==> config.mk <==
export PLATFORM = sky130hd
export DESIGN_NAME = xcr_int_ctrl
export DESIGN_NICKNAME = d
export VERILOG_FILES = /design/src/rtl/xcr_int_ctrl.sv
export SDC_FILE = /design/constraint.sdc
export NUM_CORES = 1
export LEC_CHECK = 0
export BUFFER_PORTS_ARGS = -buffer_cell sky130_fd_sc_hd__buf_2
export CAP_MARGIN = 20
export CORE_UTILIZATION = 40
export CTS_BUF_LIST = sky130_fd_sc_hd__clkbuf_2
export CTS_CLUSTER_DIAMETER = 30
export CTS_CLUSTER_SIZE = 25
export DETAILED_ROUTE_END_ITERATION = 7
export GPL_TIMING_DRIVEN = 0
export PLACE_DENSITY = 0.68
export SYNTH_ARGS = -nofsm -noshare
export SYNTH_HDL_FRONTEND = slang
export SYNTH_SLANG_ARGS = --single-unit
==> constraint.sdc <==
create_clock -name clk -period 6 [get_ports clk]
set_clock_uncertainty 0.05 [all_clocks]
set_input_delay 0.3 -clock clk [delete_from_list [all_inputs] [get_ports clk]]
set_output_delay 0.3 -clock clk [all_outputs]
set_load 0.01 [all_outputs]
==> src/rtl/xcr_int_ctrl.sv <==
// rtl/xcr_int_ctrl.sv - XCR-bus interrupt controller: 8 prioritised sources, vector generation, IN_ISP handshake
module xcr_int_ctrl #(
   parameter logic [7:0]  XCR_BASE  = 8'h10,
   parameter logic [23:0] VBASE_RST = 24'h000100,
   parameter int unsigned VEC_SHIFT = 4
) (
   input  logic        clk,
   input  logic        rst,
   input  logic [7:0]  XCRa,
   input  logic [7:0]  XCRo,
   input  logic        XCRwe,
   input  logic        XCRcs,
   output logic [7:0]  XCRi,
   input  logic [7:0]  irq_src,
   output logic        INT,
   output logic [23:0] IVEC_addr,
   input  logic        IN_ISP
);

   typedef enum logic [1:0] {IDLE, REQ, SERVICE} state_t;

   state_t      state_q;
   logic [7:0]  sync1_q, sync2_q, hist_q;
   logic [7:0]  ipend_q, ipend_d, iena_q, imode_q, icause_q;
   logic [23:0] vbase_q;
   logic [2:0]  idx_q;

   logic [7:0]  off;
   logic        in_range, wr_en;
   logic [7:0]  rise, w1c, swi, acc_clr, req;
   logic [2:0]  winner;
   logic [23:0] vec_d;

   assign off      = XCRa - XCR_BASE;
   assign in_range = (off < 8'd8);
   assign wr_en    = XCRcs & XCRwe & in_range;

   // Software clears/sets only touch edge-mode bits; level bits just mirror the synchronised input.
   assign rise    = sync2_q & ~hist_q;
   assign w1c     = (wr_en && off[2:0] == 3'd0) ? (XCRo & imode_q) : 8'h00;
   assign swi     = (wr_en && off[2:0] == 3'd7) ? (XCRo & imode_q) : 8'h00;
   assign acc_clr = (state_q == REQ && IN_ISP) ? ((8'h01 << idx_q) & imode_q) : 8'h00;
   assign ipend_d = (imode_q & ((ipend_q & ~w1c & ~acc_clr) | rise | swi))
                  | (~imode_q & sync2_q);
   assign req     = ipend_q & iena_q;

   always_comb begin
      winner = 3'd0;
      for (int i = 7; i >= 0; i--) begin
         if (req[i]) winner = 3'(i);
      end
   end

   assign vec_d = vbase_q + ({21'd0, winner} << VEC_SHIFT);

   always_comb begin
      XCRi = 8'h00;
      if (XCRcs && in_range) begin
         case (off[2:0])
            3'd0:    XCRi = ipend_q;
            3'd1:    XCRi = iena_q;
            3'd2:    XCRi = imode_q;
            3'd3:    XCRi = icause_q;
            3'd4:    XCRi = vbase_q[7:0];
            3'd5:    XCRi = vbase_q[15:8];
            3'd6:    XCRi = vbase_q[23:16];
            default: XCRi = 8'h00;
         endcase
      end
   end

   always_ff @(posedge clk or posedge rst) begin
      if (rst) begin
         sync1_q <= 8'h00;
         sync2_q <= 8'h00;
         hist_q  <= 8'h00;
         ipend_q <= 8'h00;
         iena_q  <= 8'h00;
         imode_q <= 8'h00;
         vbase_q <= VBASE_RST;
      end else begin
         sync1_q <= irq_src;
         sync2_q <= sync1_q;
         hist_q  <= sync2_q;
         ipend_q <= ipend_d;
         if (wr_en) begin
            case (off[2:0])
               3'd1:    iena_q         <= XCRo;
               3'd2:    imode_q        <= XCRo;
               3'd4:    vbase_q[7:0]   <= XCRo;
               3'd5:    vbase_q[15:8]  <= XCRo;
               3'd6:    vbase_q[23:16] <= XCRo;
               default: ;
            endcase
         end
      end
   end

   // idx_q and IVEC_addr are only loaded from IDLE, so a request is never re-arbitrated while in REQ.
   always_ff @(posedge clk or posedge rst) begin
      if (rst) begin
         state_q   <= IDLE;
         idx_q     <= 3'd0;
         INT       <= 1'b0;
         IVEC_addr <= VBASE_RST;
         icause_q  <= 8'h00;
      end else begin
         case (state_q)
            IDLE: begin
               if ((|req) && !IN_ISP) begin
                  idx_q     <= winner;
                  IVEC_addr <= vec_d;
                  INT       <= 1'b1;
                  state_q   <= REQ;
               end
            end
            REQ: begin
               if (IN_ISP) begin
                  INT      <= 1'b0;
                  icause_q <= {1'b1, 4'b0000, idx_q};
                  state_q  <= SERVICE;
               end else if (!req[idx_q]) begin
                  INT     <= 1'b0;
                  state_q <= IDLE;
               end
            end
            SERVICE: begin
               INT <= 1'b0;
               if (!IN_ISP) begin
                  icause_q[7] <= 1'b0;
                  state_q     <= IDLE;
               end
            end
            default: begin
               INT     <= 1'b0;
               state_q <= IDLE;
            end
         endcase
      end
   end

endmodule
==> impl_metrics.csv <==
group,metric,value,unit
synth,yosys-top-cells-area,"dfrtp_1 51%, mux2_2 13%, a21oi_1 2.5%",
clocking,cts_resized,0,
power_and_ir_drop,p_per_area,223,nW/µm²
route,avgRoutedWirePerCell,18.1,µm
cells_and_area,areaGrowthSynthToFinish,15.9,%
sta,slew_viol_final,0,
floorplan,row_count,40,
route,first_pass_iters,5,
run,max_cap_viol_count,0,
synth,synth_cells,427,
sta,setup_violations,0,
power_and_ir_drop,switchingPower,0.404,mW
synth,synth_top_area_frac,0.508,
clocking,cts_made_buffers,9,
grt,grt_max_degree,60,
sta,setup_ws,3.08,ns
critical_path,required,6.51,ns
synth,avgSynthCellArea,12.0,µm²
power_and_ir_drop,p_sw_frac,0.304,
grt,grt_pass1_vias,3801,
worst_hold_path,min_to,"vbase_q[19]",
clocking,cts_setup_buffers,0,
critical_path,path_class,"reg2reg",
cells_and_area,num_antenna_cells,0,
route,drt_iter0_markers,327,
sta,tns,0,ns
synth,async_reset_ff_frac,1.00,
clocking,clockBufferDepth,2,
grt,grt_usage,0.202,
power_and_ir_drop,internal_power,0.923,mW
route,vias,3875,
floorplan,die_area,13300,µm²
synth,ys_seq_area_frac,0.518,
power_and_ir_drop,pwr-share-comb,0.158,
critical_path,worst_r2r_path_depth,11,
grt,grt_pass1_wl,20.0,mm
synth,syn-num-nets,460,
clocking,clk_latency,0.63,ns
synth,synth-edff-count,0,
clocking,ctsHoldBuffers,18,
critical_path,r2r_start,"ipend_q[6]",
power_and_ir_drop,p_leak,2.68,nW
floorplan,placeableCoreArea,12300,µm²
grt,antenna_found_initial,0,
sta,hold_violations,0,
power_and_ir_drop,peakVddDrop,0.129,mV
sta,maxSlewHeadroom,0.303,
route,ant_nets,0,
clocking,cts_tree,"built",
power_and_ir_drop,clkPwrFrac,0.233,
clocking,clock-sinks,106,
critical_path,reg2reg_to,"IVEC_addr[22]",
sta,finalCritPeriodShare,0.486,
sta,fin_crit,2.92,ns
synth,yosysWarnings,0,
synth,ys_types,59,
floorplan,start_util,0.418,
sta,worst_pin_slew,1.04,ns
synth,synthTopCellsByCount,"104 x dfrtp_1, 59 x mux2_2, 28 x nand2_1",
worst_hold_path,hold_depth,3,
critical_path,r2r_slack,3.08,ns
synth,syn_area,5120,µm²
place,port_buffers,60,
outcome,status,"completed",
cells_and_area,drive_gt1_frac,0.307,
clocking,clkTransAtPathRegs,0.30,ns
sta,grt_setup_unrepaired,"false",
critical_path,worst_setup_path_end_kind,"flop",
route,drcViolationCount,0,
synth,synth.most_common_cell,"dfrtp_1",
critical_path,cp-start-kind,"flop",
floorplan,die_w,115,µm
synth,synth_area_leader_cell,"dfrtp_1",
critical_path,crit_fanout,7,
place,dp_slack,3.17,ns
worst_hold_path,holdCritStartpoint,"XCRwe",
route,vias_per_cell,5.62,
route,drt-total-wl,12.5,mm
clocking,h-tree-depth,3,
place,hpwl,9.26,mm
synth,ys_ff_latch,106,
worst_hold_path,hp-class,"in2reg",
floorplan,io_pins,62,
sta,clock.fmax,343,MHz
floorplan,die_h,115,µm
grt,grt_overflow,0,
power_and_ir_drop,power_frac_seq,0.609,
critical_path,critical_path_arrival,3.42,ns
cells_and_area,nets,550,
clocking,cts-root-buf,"clkbuf_2",
synth,synth-main-ff-cell,"dfrtp_1",
place,globalplace.congestion,0.906,
[per-layer routing]
metal | vias up | routed length [µm] | global-route usage
li1 | 1804 | - | -
met1 | 1902 | 6010 | 0.294
met2 | 142 | 5460 | 0.292
met3 | 27 | 719 | 0.0401
met4 | 0 | 310 | 0.0892
met5 | - | 0 | 0
[cell families after synthesis]
| family | after synthesis | synth area share |
|---|---|---|
| AO/OA/AOI/OAI | 111 | 0.150 |
| XOR/XNOR | 12 | 0.0205 |
| adder cells (fa/ha/maj) | 4 | 0.0112 |
| buffers and inverters | 27 | 0.0230 |
| flip-flops | 106 | 0.518 |
| multiplexers | 73 | 0.169 |
| AND/OR/NAND/NOR | 94 | 0.108 |
[cell type report]
type | count | area [µm²]
Multi-Input combinational cell | 294 | 2350
Tap cell | 168 | 210
Clock inverter | 7 | 51.3
Sequential cell | 106 | 2660
Fill cell | 1110 | 6320
Inverter | 7 | 28.8
Clock buffer | 9 | 45.0
Buffer | 20 | 91.3
Timing Repair Buffer | 79 | 508
[worst max-delay path: stages, from the launching register on]
cell	delay [ns]
dfrtp_1	0.48
nand2_1	0.10
a32o_1	0.20
a21oi_1	0.09
nor2_1	0.14
ha_1	0.19
inv_1	0.06
fa_1	0.40
nor2b_1	0.41
o211ai_1	0.21
o311a_1	0.37
a2bb2oi_1	0.16
[registers in the layout (all words and copies together), names as in the netlist]
signal     flops
IVEC_addr     24
INT            1
state_q        2
icause_q       4
sync2_q        8
imode_q        8
iena_q         8
hist_q         8
idx_q          3
vbase_q       24
ipend_q        8
sync1_q        8
[placed cells by master, fill, tap and decap left out, types with 5 or more instances in the layout]
master | synthesis | routed
nand2b_1 | 5 | 5
mux2_2 | 59 | 59
inv_1 | 7 | 6
a21oi_1 | 26 | 26
xnor2_1 | 10 | 10
a21boi_0 | 8 | 8
nand2_1 | 28 | 28
mux4_2 | 5 | 5
dfrtp_1 | 104 | 104
mux2i_1 | 9 | 9
o21ai_0 | 18 | 18
a31oi_1 | 7 | 7
o211ai_1 | 9 | 9
nand4_1 | 6 | 6
buf_2 | 4 | 64
a211oi_1 | 5 | 5
clkbuf_2 | 0 | 9
a22o_1 | 5 | 5
dlygate4sd3_1 | 0 | 18
a311o_1 | 8 | 8
clkbuf_1 | 13 | 13
nor2_1 | 13 | 13
nor2b_1 | 6 | 6
[power by group through the flow]
stage / Clock [mW] / Combinational, mW / Sequential (mW)
3_3_place_gp: 0 / 0.195 / 0.817
2_1_floorplan: 0 / 0.108 / 0.826
4_1_cts: 0.319 / 0.211 / 0.807
3_5_place_dp: 0 / 0.201 / 0.820
5_1_grt: 0.341 / 0.233 / 0.814
6_report: 0.310 / 0.209 / 0.808
[worst max path at each step]
stage | start | to | cells after the start
floorplan | rst | INT | 1
global placement | rst | IVEC_addr[17] | 2
detailed placement | ipend_q[6] | IVEC_addr[22] | 11
CTS | iena_q[6] | IVEC_addr[22] | 11
global route | ipend_q[6] | IVEC_addr[22] | 11
finish | ipend_q[6] | IVEC_addr[22] | 11
[stage by stage]
step                power (mW)  hold slack [ns]   util  instances  instance area [µm²]
floorplan                0.934            0.281      -        427                 5120
global placement          1.01            0.285  0.460        655                 5640
detailed placement        1.02            0.286  0.462        656                 5670
CTS                       1.34            0.123  0.485        690                 5940
global route              1.39            0.142  0.485        690                 5940
finish                    1.33            0.169  0.485        690                 5940
No activity file was read; power rests on OpenSTA's default activity.
